<file path="src/rtl/synth_pkg.sv">
// Shared defaults, FSM state type and latched-request layout for voice_allocator.
package synth_pkg;

    localparam int NUM_VOICES_DEFAULT = 6;
    localparam int FREQ_W_DEFAULT     = 12;
    localparam int VOL_W_DEFAULT      = 4;

    // Request fields are sized for the widest supported build; narrower
    // instances zero-extend into them so one struct serves every configuration.
    localparam int FREQ_W_MAX = 32;
    localparam int VOL_W_MAX  = 16;

    typedef enum logic [1:0] {
        IDLE   = 2'd0,
        SCAN   = 2'd1,
        UPDATE = 2'd2
    } alloc_state_e;

    typedef struct packed {
        logic                  on;
        logic [FREQ_W_MAX-1:0] freq;
        logic [VOL_W_MAX-1:0]  vol;
    } alloc_req_t;

endpackage

</file>
<file path="src/rtl/voice_age_tracker.sv">
// Per-slot saturating age counters; reports the oldest active slot so a full
// voice table can reuse the longest-held voice.
module voice_age_tracker
    import synth_pkg::*;
#(
    parameter int NUM_VOICES = NUM_VOICES_DEFAULT
) (
    input  logic                          clk,
    input  logic                          reset,
    input  logic                          clear_all,
    input  logic                          wr_en,
    input  logic [$clog2(NUM_VOICES)-1:0] wr_idx,
    input  logic [NUM_VOICES-1:0]         active,
    output logic [$clog2(NUM_VOICES)-1:0] oldest_idx
);
    localparam int IDX_W = $clog2(NUM_VOICES);
    localparam int AGE_W = $clog2(NUM_VOICES) + 1;

    logic [NUM_VOICES-1:0][AGE_W-1:0] age_q, age_d;
    logic [AGE_W-1:0]                 best_age;

    always_comb begin
        age_d = age_q;
        if (clear_all) begin
            age_d = '0;
        end else if (wr_en) begin
            for (int i = 0; i < NUM_VOICES; i++) begin
                if (IDX_W'(i) == wr_idx) begin
                    age_d[i] = '0;
                end else if (active[i] && age_q[i] != '1) begin
                    age_d[i] = age_q[i] + 1'b1;
                end
            end
        end
    end

    // Strict compare keeps the lowest index when ages tie.
    always_comb begin
        oldest_idx = '0;
        best_age   = '0;
        for (int i = 0; i < NUM_VOICES; i++) begin
            if (active[i] && age_q[i] > best_age) begin
                best_age   = age_q[i];
                oldest_idx = IDX_W'(i);
            end
        end
    end

    always_ff @(posedge clk) begin
        if (reset) begin
            age_q <= '0;
        end else begin
            age_q <= age_d;
        end
    end

endmodule

</file>
<file path="src/rtl/voice_allocator.sv">
// Polyphonic voice allocator: latches a note request, scans the slot table one
// entry per cycle, then applies it in UPDATE. Define VOICE_ALLOC_STEAL_EN to let
// a note-on take over the oldest voice when every slot is busy.
module voice_allocator
    import synth_pkg::*;
#(
    parameter int NUM_VOICES = NUM_VOICES_DEFAULT,
    parameter int FREQ_W     = FREQ_W_DEFAULT,
    parameter int VOL_W      = VOL_W_DEFAULT
) (
    input  logic                         clk,
    input  logic                         reset,
    input  logic                         req_valid,
    output logic                         req_ready,
    input  logic                         req_on,
    input  logic [FREQ_W-1:0]            req_freq,
    input  logic [VOL_W-1:0]             req_vol,
    input  logic                         all_off,
    output logic [NUM_VOICES-1:0]        play,
    output logic [NUM_VOICES*FREQ_W-1:0] freqs,
    output logic [NUM_VOICES*VOL_W-1:0]  volume,
    output logic                         stolen,
    output logic                         dropped
);
    localparam int IDX_W  = $clog2(NUM_VOICES);
    localparam int SCAN_W = $clog2(NUM_VOICES + 1);
`ifdef VOICE_ALLOC_STEAL_EN
    localparam bit STEAL_EN = 1'b1;
`else
    localparam bit STEAL_EN = 1'b0;
`endif

    alloc_state_e                      state_q, state_d;
    logic [SCAN_W-1:0]                 scan_idx_q, scan_idx_d;
    alloc_req_t                        req_q, req_d;
    logic                              match_found_q, match_found_d;
    logic                              free_found_q, free_found_d;
    logic [IDX_W-1:0]                  match_idx_q, match_idx_d;
    logic [IDX_W-1:0]                  free_idx_q, free_idx_d;
    logic [NUM_VOICES-1:0]             play_q, play_d;
    logic [NUM_VOICES-1:0][FREQ_W-1:0] freqs_q, freqs_d;
    logic [NUM_VOICES-1:0][VOL_W-1:0]  vol_q, vol_d;
    logic                              stolen_q, stolen_d;
    logic                              dropped_q, dropped_d;

    logic [IDX_W-1:0] slot, wr_idx, oldest_idx;
    logic             age_wr, note_on;

    assign slot      = IDX_W'(scan_idx_q);
    assign note_on   = req_q.on && (req_q.vol != '0);
    assign wr_idx    = match_found_q ? match_idx_q : (free_found_q ? free_idx_q : oldest_idx);
    assign req_ready = (state_q == IDLE) && !all_off;

    voice_age_tracker #(.NUM_VOICES(NUM_VOICES)) u_age_tracker (
        .clk        (clk),
        .reset      (reset),
        .clear_all  (all_off),
        .wr_en      (age_wr),
        .wr_idx     (wr_idx),
        .active     (play_q),
        .oldest_idx (oldest_idx)
    );

    // NOTE: every *_d starts from its hold value so no path can infer a latch.
    always_comb begin
        state_d       = state_q;
        scan_idx_d    = scan_idx_q;
        req_d         = req_q;
        match_found_d = match_found_q;
        free_found_d  = free_found_q;
        match_idx_d   = match_idx_q;
        free_idx_d    = free_idx_q;
        play_d        = play_q;
        freqs_d       = freqs_q;
        vol_d         = vol_q;
        stolen_d      = 1'b0;
        dropped_d     = 1'b0;
        age_wr        = 1'b0;

        if (all_off) begin
            state_d    = IDLE;
            scan_idx_d = '0;
            play_d     = '0;
        end else begin
            case (state_q)
                IDLE: begin
                    if (req_valid) begin
                        state_d       = SCAN;
                        scan_idx_d    = '0;
                        req_d.on      = req_on;
                        req_d.freq    = FREQ_W_MAX'(req_freq);
                        req_d.vol     = VOL_W_MAX'(req_vol);
                        match_found_d = 1'b0;
                        free_found_d  = 1'b0;
                    end
                end
                SCAN: begin
                    // The count runs one step past the last slot before UPDATE.
                    if (scan_idx_q == SCAN_W'(NUM_VOICES)) begin
                        state_d = UPDATE;
                    end else begin
                        if (play_q[slot] && !match_found_q
                            && FREQ_W_MAX'(freqs_q[slot]) == req_q.freq) begin
                            match_found_d = 1'b1;
                            match_idx_d   = slot;
                        end
                        if (!play_q[slot] && !free_found_q) begin
                            free_found_d = 1'b1;
                            free_idx_d   = slot;
                        end
                        scan_idx_d = scan_idx_q + 1'b1;
                    end
                end
                UPDATE: begin
                    state_d    = IDLE;
                    scan_idx_d = '0;
                    if (note_on) begin
                        if (match_found_q || free_found_q || STEAL_EN) begin
                            age_wr          = 1'b1;
                            play_d[wr_idx]  = 1'b1;
                            freqs_d[wr_idx] = req_q.freq[FREQ_W-1:0];
                            vol_d[wr_idx]   = req_q.vol[VOL_W-1:0];
                            stolen_d        = !match_found_q && !free_found_q;
                        end else begin
                            dropped_d = 1'b1;
                        end
                    end else if (match_found_q) begin
                        play_d[match_idx_q] = 1'b0;
                    end else begin
                        dropped_d = 1'b1;
                    end
                end
                default: begin
                    state_d    = IDLE;
                    scan_idx_d = '0;
                end
            endcase
        end
    end

    // NOTE: sequential state uses non-blocking assignments only; the slot
    // table is plain flops, so it resets alongside the control state.
    always_ff @(posedge clk) begin
        if (reset) begin
            state_q       <= IDLE;
            scan_idx_q    <= '0;
            req_q         <= '0;
            match_found_q <= 1'b0;
            free_found_q  <= 1'b0;
            match_idx_q   <= '0;
            free_idx_q    <= '0;
            play_q        <= '0;
            freqs_q       <= '0;
            vol_q         <= '0;
            stolen_q      <= 1'b0;
            dropped_q     <= 1'b0;
        end else begin
            state_q       <= state_d;
            scan_idx_q    <= scan_idx_d;
            req_q         <= req_d;
            match_found_q <= match_found_d;
            free_found_q  <= free_found_d;
            match_idx_q   <= match_idx_d;
            free_idx_q    <= free_idx_d;
            play_q        <= play_d;
            freqs_q       <= freqs_d;
            vol_q         <= vol_d;
            stolen_q      <= stolen_d;
            dropped_q     <= dropped_d;
        end
    end

    assign play    = play_q;
    assign freqs   = freqs_q;
    assign volume  = vol_q;
    assign stolen  = stolen_q;
    assign dropped = dropped_q;

endmodule

</file>
<file path="config.mk">
export PLATFORM = sky130hd
export DESIGN_NAME = voice_allocator
export DESIGN_NICKNAME = d
export VERILOG_FILES = /design/src/rtl/synth_pkg.sv /design/src/rtl/voice_age_tracker.sv /design/src/rtl/voice_allocator.sv
export SDC_FILE = /design/constraint.sdc
export NUM_CORES = 1
export LEC_CHECK = 0
export ABC_AREA = 1
export ABC_CLOCK_PERIOD_IN_PS = 7400
export CAP_MARGIN = 20
export CORE_ASPECT_RATIO = 1.2
export CORE_MARGIN = 3
export CORE_UTILIZATION = 40
export CTS_BUF_LIST = sky130_fd_sc_hd__clkbuf_4 sky130_fd_sc_hd__clkbuf_8
export CTS_CLUSTER_SIZE = 20
export DETAILED_ROUTE_END_ITERATION = 16
export GPL_TIMING_DRIVEN = 0
export HOLD_SLACK_MARGIN = 0.15
export PLACE_DENSITY = 0.65
export SETUP_SLACK_MARGIN = 0.05
export SLEW_MARGIN = 20
export SYNTH_ARGS = -nofsm -noshare
export SYNTH_HDL_FRONTEND = slang
export SYNTH_HIERARCHICAL = 1
export SYNTH_SLANG_ARGS = --single-unit
</file>
<file path="constraint.sdc">
create_clock -name clk -period 7.4 [get_ports clk]
set_input_delay 1.48 -clock clk [delete_from_list [all_inputs] [get_ports clk]]
set_output_delay 1.48 -clock clk [all_outputs]
set_load 0.02 [all_outputs]
</file>
==> flow_summary.ini <==
[global_route]
grt_overflow = 0
track_usage_pct = 24.3
grt_max_degree = 18
first_global_vias = 8118
grt_antenna_before_repair = 0
grt_pass1_wl_um = 42000

[critical_path]
endpoint = freqs[21]
critPathKind = reg2reg
cp-end-kind = flip-flop
worst_path_largest_cell_delay_ns = 0.37
crit_fanout = 6
timing.rr.end = freqs[21]
reg2reg_depth = 58
slowest_stage = dfxtp_2
startpoint_type = flip-flop
required_ns = 7.76
crit_top_cell = inv_2
r2r_slack_ns = 0.27
cp-startpoint = u_age_tracker/age_q[0]
critPathArrivalTime_ns = 7.49
worstReg2RegStart = u_age_tracker/age_q[0]

[sta]
finalCriticalPeriod_ns = 7.13
worst_slew_pin_slew_ns = 0.693
fmax_mhz = 140
drv_slew = 0
min_period_over_period_pct = 96.4
relSlewSlack_pct = 53.6
fin_skew_ns = 0.0128
timing.final.ws_setup_ns = 0.269
rsz0062_at_grt = true
hold_viol = 0
setup_violations = 0

[cts]
cts_max_level = 4
clock_latency_ns = 0.48
clock_path_buffers = 2
clk_pin_slew_ns = 0.10
clock-root-buffer = clkbuf_8
numCtsBuffers = 17
tritoncts = built
clock_sink_count = 158

[routing]
top_layer = met4
wl_per_cell_um = 17.2
first_pass_iters = 5
drc = 0
wl_met2_um = 13700
dr.first_iter.drc_count = 521
vias_per_cell = 5.29
wl_met1_um = 11300
wl_um = 27800
vias = 8522
wl_met3_um = 2050
ant_nets = 0

[status]
outcome = finished, final reports clean

[logic_synthesis]
synth_fp_nets = 1203
synth_ff_type = dfxtp_1
synth_largest_area_cell = dfxtp_1
synth-seq-cells = 158
synth-edff-count = 0
synth_area_leaders = dfxtp_1, nand2_1, o21ai_0
synthCells = 1157
yosysWarnings = 6
synth_top_area_share_pct = 39.0
yosysUniqueCellTypes = 44
avgSynthCellArea_um2 = 7.02
syn-cell-area_um2 = 8120
seq_area_frac_synth_pct = 39.0
async_reset_ff_share_pct = 0

[min_path]
min_from = freqs[35]
hold_class = reg2reg

[final_layout]
final_cell_mix = nand2_1, dfxtp_1, clkdlybuf4s50_1
fin_cells = 1611
areaGrowthSynthToFinish_pct = 36.0
final_area_um2 = 11000
antenna_cells = 0
num-fill-cells = 1860
final_layout_size_suffix_gt1_share_pct = 17.9
nets = 1383
mostFrequentLayoutCell = nand2_1
fin_util_pct = 55.9

[place]
dp_hpwl_um = 19900
portBuffers = 125
place_congestion = 0.924
post-place-ws_ns = -0.736
placed_area_um2 = 9700
dp.cells = 1543

[floorplan]
ioPinCount = 126
core_area_um2 = 19800
row_count = 56
initial_core_util_pct = 41.1
die_width_um = 136
dieHeight_um = 162
die_area_um2 = 22000

[power]
power_density_nw_per_um2 = 150
p_leak_uw = 0.00440
ir_worst_vdd_uv = 117
power.total_uw = 1650

[job]
maxCapViolCount = 0
[repair_timing]
action                                  CTS  global route
gates resized for setup                  55           112
hold buffers                              0             0
endpoints found under the setup margin  122           126
gates cloned                              1             4
buffers inserted                          6            25
pin swaps                                 7            53
[layout make-up]
cell class	instances	area (µm²)	area share, %
multi-input combinational	808	4630	42.0
tap	261	327	2.96
sequential	158	3170	28.7
clock buffer	17	234	2.12
buffer	47	334	3.03
inverter	144	553	5.01
clock inverter	15	171	1.55
timing repair buffer	161	1620	14.7
[where the power goes]
part	total, µW	leakage, µW	internal [µW]	switching [µW]
Combinational	130	0.00293	43.0	86.9
Clock	656	0.000196	283	373
Sequential	866	0.00128	858	7.62
[cell usage after synthesis (9+ instances only)]
cell,count
nand2_1,187
dfxtp_1,158
o21ai_0,136
inv_1,130
a21oi_1,125
nor2_1,113
nand3_1,72
nor3_1,32
ha_1,25
clkbuf_1,23
buf_2,17
inv_2,12
nand2_2,12
o211ai_1,12
nand3_2,9
o21a_1,9
o21ai_1,9
[registers in the layout (all words and copies together), names as in the netlist]
name and count:
dropped 1, free_found_q 1, free_idx_q 3, freqs 72
match_found_q 1, match_idx_q 3, play 6, req_q 17
scan_idx_q 3, state_q 2, stolen 1, u_age_tracker/age_q 24
volume 24
[worst max-delay path: cells and delay by family (launching register included)]
family,cells,cell delay [ns]
flip-flops,1,0.37
AO/OA/AOI/OAI,10,1.18
AND/OR/NAND/NOR,29,2.76
adder cells (fa/ha/maj),6,1.51
buffers and inverters,13,1.18
[per-stage QoR]
stage | setup TNS, ns | hold WS, ns
3_3_place_gp | -31.29 | 0.460
6_report | 0 | 0.475
2_1_floorplan | 0 | 0.447
5_1_grt | -10.06 | 0.500
3_5_place_dp | -46.47 | 0.462
4_1_cts | 0 | 0.464
[how the worst min path moves through the flow]
stage | end | slack (ns) | cells after the start
6_report | freqs[35] | 0.47 | 2
5_1_grt | freqs[35] | 0.50 | 2
4_1_cts | u_age_tracker/age_q[0] | 0.46 | 1
3_5_place_dp | freqs[35] | 0.46 | 2
3_3_place_gp | freqs[35] | 0.46 | 2
2_1_floorplan | req_q[48] | 0.45 | 2
[cells by family after synthesis]
kind of cell	count (synthesis)	share of synthesized area, %
xor+xnor	1	0.108
other cells	1	0.0462
buf+inv	191	9.56
flops	158	39.0
simple gates	472	27.2
compound gates	309	20.3
fa+ha+maj	25	3.85
[layer usage]
metal  global-route usage [%]  up-vias
met2                     41.4      289
met4                     9.30        0
met3                     6.16       57
met5                        0        -
li1                         -     4196
met1                     29.4     3980
Note: power is estimated with default switching activity, not from simulation.
